File: src/rtl/led_pulse_stretcher_if.sv
// Event/LED bundle for led_pulse_stretcher; master is the event source and LED observer,
// slave is the stretcher itself.
interface led_pulse_stretcher_if;
  logic i_Event;
  logic o_LED_1;
  logic o_Busy;
  logic o_Overflow;

  modport master (output i_Event, input o_LED_1, o_Busy, o_Overflow);
  modport slave  (input i_Event, output o_LED_1, o_Busy, o_Overflow);
endinterface

File: src/rtl/led_pulse_stretcher.sv
// Stretches single-cycle event strobes into LED flashes with a minimum on-time and dark gap.
// Optional macro LED_STRETCH_QUEUE_EN adds a saturating pending counter that replays queued events.
module led_pulse_stretcher #(
  parameter int ON_CYCLES  = 250000,
  parameter int OFF_CYCLES = 250000,
  parameter int PEND_W     = 4
) (
  input  logic                  i_Clk,
  input  logic                  i_Rst_L,
  led_pulse_stretcher_if.slave  bus
);
  localparam int MAX_CYC = (ON_CYCLES > OFF_CYCLES) ? ON_CYCLES : OFF_CYCLES;
  localparam int TW      = $clog2(MAX_CYC + 1);
  localparam logic [TW-1:0] ON_LAST  = TW'(ON_CYCLES - 1);
  localparam logic [TW-1:0] OFF_LAST = TW'(OFF_CYCLES - 1);

  generate
    if (ON_CYCLES < 1 || OFF_CYCLES < 1 || PEND_W < 1) begin : g_bad_param
      $error("led_pulse_stretcher: ON_CYCLES, OFF_CYCLES and PEND_W must be >= 1");
    end
  endgenerate

  typedef enum logic [1:0] {IDLE, ON, OFF} state_t;

  state_t        state;
  logic [TW-1:0] timer;
  logic          led, busy, ovf;
  logic          ev, ev_extra, pend_nz;

  assign ev = bus.i_Event;
  // Events that do not directly start a flash: anywhere in ON, or OFF before its last cycle.
  assign ev_extra = ev && ((state == ON) || (state == OFF && timer != OFF_LAST));

`ifdef LED_STRETCH_QUEUE_EN
  localparam logic [PEND_W-1:0] PEND_MAX = '1;
  logic [PEND_W-1:0] pend;
  assign pend_nz = (pend != '0);
`else
  assign pend_nz = 1'b0;
`endif

  always_ff @(posedge i_Clk or negedge i_Rst_L) begin
    if (!i_Rst_L) begin
      state <= IDLE;
      timer <= '0;
      led   <= 1'b0;
      busy  <= 1'b0;
      ovf   <= 1'b0;
`ifdef LED_STRETCH_QUEUE_EN
      pend  <= '0;
`endif
    end else begin
      ovf <= 1'b0;
      case (state)
        IDLE: if (ev) begin
          state <= ON;
          timer <= '0;
          led   <= 1'b1;
          busy  <= 1'b1;
        end
        ON: if (timer == ON_LAST) begin
          state <= OFF;
          timer <= '0;
          led   <= 1'b0;
        end else begin
          timer <= timer + 1'b1;
        end
        OFF: if (timer == OFF_LAST) begin
          timer <= '0;
          // A fresh event in the final dark cycle wins over the queue, leaving pending intact.
          if (ev || pend_nz) begin
            state <= ON;
            led   <= 1'b1;
`ifdef LED_STRETCH_QUEUE_EN
            if (!ev) pend <= pend - 1'b1;
`endif
          end else begin
            state <= IDLE;
            busy  <= 1'b0;
          end
        end else begin
          timer <= timer + 1'b1;
        end
        default: begin
          state <= IDLE;
          timer <= '0;
          led   <= 1'b0;
          busy  <= 1'b0;
        end
      endcase

      if (ev_extra) begin
`ifdef LED_STRETCH_QUEUE_EN
        if (pend == PEND_MAX) ovf  <= 1'b1;
        else                  pend <= pend + 1'b1;
`else
        ovf <= 1'b1;
`endif
      end
    end
  end

  assign bus.o_LED_1    = led;
  assign bus.o_Busy     = busy;
  assign bus.o_Overflow = ovf;
endmodule

File: src/flat_wrapper.sv
// flat-port wrapper written by rule: the top's interface ports become plain ports
module led_pulse_stretcher_flat 
#(
  parameter int ON_CYCLES  = 250000,
  parameter int OFF_CYCLES = 250000,
  parameter int PEND_W     = 4
)
  (i_Clk, i_Rst_L, bus_i_Event, bus_o_LED_1, bus_o_Busy, bus_o_Overflow);
  led_pulse_stretcher_if bus_i ();
  input  logic i_Clk;
  input  logic i_Rst_L;
  input wire logic [$bits(bus_i.i_Event)-1:0] bus_i_Event;
  output wire logic [$bits(bus_i.o_LED_1)-1:0] bus_o_LED_1;
  output wire logic [$bits(bus_i.o_Busy)-1:0] bus_o_Busy;
  output wire logic [$bits(bus_i.o_Overflow)-1:0] bus_o_Overflow;
  assign bus_i.i_Event = bus_i_Event;
  assign bus_o_LED_1 = bus_i.o_LED_1;
  assign bus_o_Busy = bus_i.o_Busy;
  assign bus_o_Overflow = bus_i.o_Overflow;
  led_pulse_stretcher #(.ON_CYCLES(ON_CYCLES), .OFF_CYCLES(OFF_CYCLES), .PEND_W(PEND_W)) u_core (.i_Clk(i_Clk), .i_Rst_L(i_Rst_L), .bus(bus_i));
endmodule
File: config.mk
export PLATFORM = sky130hd
export DESIGN_NAME = led_pulse_stretcher_flat
export DESIGN_NICKNAME = d
export VERILOG_FILES = /design/src/rtl/led_pulse_stretcher_if.sv /design/src/rtl/led_pulse_stretcher.sv /design/src/flat_wrapper.sv
export SDC_FILE = /design/constraint.sdc
export NUM_CORES = 1
export LEC_CHECK = 0
export CAP_MARGIN = 20
export CELL_PAD_IN_SITES_DETAIL_PLACEMENT = 1
export CELL_PAD_IN_SITES_GLOBAL_PLACEMENT = 1
export CORE_UTILIZATION = 46
export DETAILED_ROUTE_END_ITERATION = 7
export PLACE_DENSITY = 0.81
export SLEW_MARGIN = 20
export SYNTH_ARGS = -nofsm -noshare
export SYNTH_HDL_FRONTEND = slang
export SYNTH_SLANG_ARGS = --single-unit
File: constraint.sdc
create_clock -name i_Clk -period 2.41 [get_ports i_Clk]
set_input_delay 0.241 -clock i_Clk [delete_from_list [all_inputs] [get_ports i_Clk]]
set_output_delay 0.241 -clock i_Clk [all_outputs]
set_load 0.01 [all_outputs]
==> metrics.md, run 1 <==
| Metric | Value |
|---|---|
| Ys async rst share | `100%` |
| Finished Cell Area | `0.00148 mm2` |
| Synth Instances | `141` |
| Avg Inst Size Synth | `about 9.5 um2` |
| Post-synth EDFFs | `0` |
| Filler Cells Inserted | `approximately 320` |
| Type of the worst min-delay path | `primary input to async pin` |
| Top post-synthesis cells by area | `dfrtp_1, ha_1, a22oi_1` |
| Cell taking the most area after synthesis | `dfrtp_1` |
| RSZ-0062 raised after global routing | `false` |
| Least-Margin Pin Slew | `between 0.5 and 0.6 ns` |
| Core Footprint | `0.00276 mm2` |
| Cell Chain, Critical Path | `inv_1, ha_1, nor2b_1, or3_1, or4_1, a22oi_1` |
| Fin crit period | `2.27 ns` |
| DRT antenna net count | `0` |
| CP Max Fanout | `9` |
| Place WS | `0.175 ns` |
| Nets@finish | `160` |
| PD cells | `roughly 720 mW/mm2` |
| DR vias | `between 1000 and 1500` |
| Flops & latches, synth | `23` |
| Layout cells sized above 1 | `7.95%` |
| WP data arrival | `approximately 2.5 ns` |
| Syn Nets | `about 150` |
| Vias in the first global route | `~1300` |
| CTS max path bufs | `2` |
| Syn Std Cell Area | `0.00134 mm2` |
| Setup violators final | `0` |
| Largest net degree at the start of global routing | `24` |
| Worst slew margin | `66.2%` |
| Final period util | `94.0%` |
| Max-cap violation count | `0` |
| Setup TNS | `0 ns` |
| Seq/Total Area, Yosys | `43.0%` |
| Netlist cell types | `36` |
| RD Place Congestion | `about 0.87` |
| Critical path's slowest cell | `or4_1` |
| Synth top cells by count | `dfrtp_1, nand3_1, a21oi_1, nand2_1` |
| CP endpoint kind | `flip-flop` |
| FF+latch area | `576 um2` |
| Routed WL | `3560 um` |
| Clk_skew | `0.00239 ns` |
| Max Clk Rate | `441 MHz` |
| Startpoint types | `flip-flop` |
| Via density | `between 6 and 7` |
| GRT overflow | `0` |
| Synth-to-Final Area Change | `10.6%` |
| Initial antenna violation count | `0` |
| Routed wirelength normalized by instance count | `19.6 um` |
| Die X | `55.9 um` |
| Leakage | `0.596 nW` |
| First-pass GRT wire length | `6070 um` |
| Worst-path clk slew | `between 0.1 and 0.15 ns` |
| HPWL Detailed | `around 2600 um` |
| Pins Over Slew Limit | `0` |
| Post_cts resized | `0` |
| Final setup margin | `approximately 0.14 ns` |
| Most used DFF post-synth | `dfrtp_1` |
| Cell with the most instances after synthesis | `dfrtp_1` |
| Peak per-stage delay on the critical path | `0.53 ns` |
| Level count of the clock H-tree | `1` |
| Hold Slack | `0.270 ns` |
| Number of primary I/O pins | `6` |
| Remaining DRCs | `0` |
| Placed cell area | `0.00145 mm2` |
| Number of hold buffers added after cts | `0` |
| Drt first-iter violations | `41` |
| Yosys warns | `0` |
| Final Hold Fails | `0` |
| Initial Util | `48.5%` |
| Post-CTS Setup Repair Bufs | `0` |
| Clk_lat worst skew | `0.31 ns` |
| Total GRT Usage | `25.2%` |
| Critical Path RT | `~2.6 ns` |
| Antenna cell count | `0` |
| Yosys top cell area share | `43.0%` |
| PortBufs | `5` |
| Status | `finished, final reports clean` |
| VDD IR max | `475 uV` |
| Clock sink count | `23` |
| Row cnt | `19` |
| Total CTS buffers | `3` |
| Die height | `55.9 um` |
| Die area | `~0.0031 mm2` |
| Critical path type | `flip-flop to flip-flop` |
| Multi-input gate area | `721 um2` |
| Drt first pass iters | `4` |
| CTS tree | `yes` |
| Root Driver | `clkbuf_4` |
==> through the flow <==
| stage | instances | total power, mW | utilization (%) |
|---|---|---|---|
| after global routing | 182 | 1.13 | 53.6 |
| final | 182 | 1.06 | 53.6 |
| after floorplan | 141 | 0.706 | - |
| after CTS | 182 | 1.07 | 53.6 |
| after detailed placement | 178 | 0.886 | 52.7 |
| after global placement | 178 | 0.858 | 52.7 |
==> final cells by class <==
type                    count  area share [%]
multi-input cells         108            48.7
inverters                   4            1.02
repair buffers             12            6.94
well taps                  31            2.62
flip-flops and latches     23            38.9
clock buffers               4            1.78
==> routing by layer <==
metal / global-route usage [%] / up-vias / wire length [um]
met4: 11.5 / 0 / 114
met5: 0 / - / 0
li1: - / 563 / -
met1: 31.5 / 606 / 1560
met2: 43.7 / 23 / 1820
met3: 3.02 / 13 / 78
==> power breakdown <==
group          switching [mW]  internal [mW]  total [mW]  leakage (nW)
Combinational           0.245          0.162       0.406         0.268
Clock                   0.112         0.0646       0.177        0.0150
Sequential             0.0450          0.433       0.478         0.313
Total                   0.402          0.659        1.06         0.596
==> state kept, by name, indices dropped and copies added (netlist names) <==
register and cells:
u_core.timer 18, u_core.state 2, u_core.bus.o_Busy 1, u_core.bus.o_LED_1 1, u_core.bus.o_Overflow 1
==> worst max-delay path, delay by kind of cell, from the launching register on <==
family	cells	cell delay, ns
compound gates	1	0.22
flops	1	0.39
fa+ha+maj	1	0.26
simple gates	3	1.19
buf+inv	1	0.09
==> final timing paths <==
path                                   startpoint           endpoint  slack [ns]  cells after the start
worst max-delay path              u_core.state[0]   u_core.timer[15]        0.14                      6
worst min-delay path                      i_Rst_L    u_core.timer[0]        0.27                      2
worst max register to register    u_core.state[0]   u_core.timer[15]        0.14                      6
worst min register to register  u_core.bus.o_Busy  u_core.bus.o_Busy        0.56                      2
max in group asynchronous                 i_Rst_L  u_core.bus.o_Busy        1.91                      2
min in group i_Clk              u_core.bus.o_Busy  u_core.bus.o_Busy        0.56                      2
==> cell usage in the layout (no fill, tap or decap), drive strengths merged, types with 5 or more instances in the layout <==
cell / netlist / routed
a21oi: 9 / 9
a22oi: 7 / 7
ha: 5 / 5
nand3: 10 / 10
nand2: 9 / 9
nand4: 7 / 7
nor2: 5 / 5
dfrtp: 23 / 23
clkdlybuf4s50: 0 / 5
o31ai: 6 / 6
buf: 3 / 7
xor2: 5 / 5
o21ai: 8 / 8
or4: 7 / 7
==> kinds of logic (layout without fill, tap and decap cells) <==
group	Yosys count	after routing	synth area share, %
compound gates	39	39	19.3
flops	23	23	43.0
xor+xnor	7	7	4.58
buf+inv	10	20	3.09
fa+ha+maj	5	5	4.68
simple gates	57	57	25.4
(Power assumes the default switching activity.)
==> run 2: changes to the inputs <==
CORE_ASPECT_RATIO = 0.8   (was unset)
==> run 2 against run 1 <==
  * Core utilization is 0.10 points lower
  * Worst setup slack improved by 0.0047 ns
  * Combinational power down 5.2%
  * Non-clock buffer count shrank 1
  * Register-to-register slack is essentially flat
  * Sequential share of layout area barely moved
  * First-iteration DRC count grew 100%
  * Final area about the same
  * Flip-flop and latch count unchanged
  * Die area about the same
==> metrics.md, run 2 (synthesis results as in run 1) <==
| Metric | Value |
|---|---|
| Clock sink count | `23` |
| Number of hold buffers added after cts | `0` |
| Synth-to-Final Area Change | `10.7%` |
| Critical path's slowest cell | `or4b_1` |
| Setup violators final | `0` |
| Critical Path RT | `2.65 ns` |
| Post-CTS Setup Repair Bufs | `0` |
| Final period util | `93.8%` |
| Reg power frac | `45.7%` |
| P_int | `about 650 uW` |
| Die area | `0.00313 mm2` |
| Drt first-iter violations | `between 80 and 90` |
| Core Footprint | `0.00277 mm2` |
| RD Place Congestion | `a little over 0.8` |
| Leakage | `0.592 nW` |
| Routed wirelength normalized by instance count | `17.9 um` |
| Switching part of the total | `37.8%` |
| Number of primary I/O pins | `6` |
| Peak per-stage delay on the critical path | `0.56 ns` |
| Level count of the clock H-tree | `1` |
| Filler Cells Inserted | `roughly 330` |
| Setup crit end | `u_core.timer[17]` |
| Top reg by flops | `u_core.timer` |
| Critical path depth in cells | `6` |
| Status | `finished, final reports clean` |
| R2R cell count | `6` |
| Initial antenna violation count | `0` |
| Post_cts resized | `0` |
| Hold Slack | `0.258 ns` |
| Antenna cell count | `0` |
| Die X | `between 60 and 70 um` |
| Max Clk Rate | `442 MHz` |
| Nets@finish | `159` |
| Final Hold Fails | `0` |
| RSZ-0062 raised after global routing | `false` |
| RR Endpoint | `u_core.timer[17]` |
| Power consumption | `1.04 mW` |
| CP endpoint kind | `flip-flop` |
| CP Max Fanout | `9` |
| Layout cells sized above 1 | `roughly 7.3%` |
| P_sw | `394 uW` |
| Least-Margin Pin Slew | `0.455 ns` |
| Most common cell after layout, fill and taps aside | `dfrtp_1` |
| Comb power frac | `36.9%` |
| Row cnt | `17` |
| Max reg flops | `18` |
| Clk_skew | `0.00518 ns` |
| CTS tree | `yes` |
| DRT antenna net count | `0` |
| Delay-heaviest family, CP | `simple AND/OR/NAND/NOR gates` |
| Fin crit period | `roughly 2.3 ns` |
| DR vias | `1181` |
| Root Driver | `clkbuf_4` |
| Worst slew margin | `69.2%` |
| Worst-path clk slew | `0.13 ns` |
| PortBufs | `5` |
| Critical path type | `flip-flop to flip-flop` |
| Initial Util | `48.4%` |
| Die height | `50.2 um` |
| Pins Over Slew Limit | `0` |
| FF+latch area | `576 um2` |
| PD cells | `705 mW/mm2` |
| Cell Chain, Critical Path | `inv_1, ha_1, nor2b_1, or3_1, or4b_1, a22oi_1` |
| CP bufs+invs | `1` |
| Remaining DRCs | `0` |
| Vias in the first global route | `1236` |
| CTS max path bufs | `2` |
| Max-cap violation count | `0` |
| Via density | `~6.3` |
| Critical path origin | `u_core.state[0]` |
| Reg-to-reg startpoint | `u_core.state[0]` |
| Clk_lat worst skew | `0.31 ns` |
| Total CTS buffers | `3` |
| Largest net degree at the start of global routing | `24` |
| Routed WL | `3370 um` |
| Startpoint types | `flip-flop` |
| VDD IR max | `419 uV` |
| First-pass GRT wire length | `~6100 um` |
| WP data arrival | `2.50 ns` |
| Reg2reg setup slack | `~0.15 ns` |
| Setup TNS | `0 ns` |
| Multi-input gate area | `721 um2` |
| HPWL Detailed | `2460 um` |
| Most frequent cells in the layout | `dfrtp_1, nand3_1, nand2_1, a21oi_1` |
| Total GRT Usage | `between 20% and 30%` |
| Regs by FF count | `u_core.timer (18), u_core.state (2)` |
| Drt first pass iters | `4` |
| Clk pwr share | `17.4%` |
| GRT overflow | `0` |
| Type of the worst min-delay path | `primary input to async pin` |
run 2: per-stage QoR:
stage | worst slack (ns) | instance area (um2) | utilization, % | instances
after floorplan | 0.249 | 1340 | - | 141
after global placement | 0.327 | 1450 | 52.6 | 184
after detailed placement | 0.178 | 1450 | 52.6 | 184
after CTS | 0.149 | 1480 | 53.5 | 188
after global routing | 0.00263 | 1480 | 53.5 | 188
final | 0.149 | 1480 | 53.5 | 188
run 2: power groups by stage:
stage | clock network (mW) | logic, mW | registers (mW)
global route | 0.200 | 0.432 | 0.484
global placement | 0 | 0.364 | 0.478
CTS | 0.188 | 0.386 | 0.476
finish | 0.181 | 0.385 | 0.477
detailed placement | 0 | 0.385 | 0.482
floorplan | 0 | 0.223 | 0.483
run 2: cell type report:
| cell class | count | area share, % |
|---|---|---|
| clock buffers | 4 | 1.78 |
| inverters | 4 | 1.01 |
| multi-input cells | 108 | 48.7 |
| flip-flops and latches | 23 | 38.9 |
| well taps | 38 | 3.21 |
| repair buffers | 11 | 6.42 |
run 2: how the worst min path moves through the flow:
stage | start | end | slack, ns | depth (start not counted)
2_1_floorplan | i_Rst_L | u_core.bus.o_Busy | -0.05 | 0
3_3_place_gp | u_core.timer[1] | u_core.timer[1] | 0.51 | 2
3_5_place_dp | u_core.timer[1] | u_core.timer[1] | 0.54 | 2
4_1_cts | i_Rst_L | u_core.timer[10] | 0.27 | 2
5_1_grt | i_Rst_L | u_core.bus.o_Busy | 0.31 | 2
6_report | i_Rst_L | u_core.timer[2] | 0.26 | 2
run 2: layer usage:
metal  vias to the layer above  global-route usage, %  part of all wire (%)
li1                        558                      -                     -
met1                       600                   34.4                    49
met2                        19                   39.6                    46
met3                         4                   6.14                   3.8
met4                         0                   6.59                  0.92
met5                         -                      0                     0
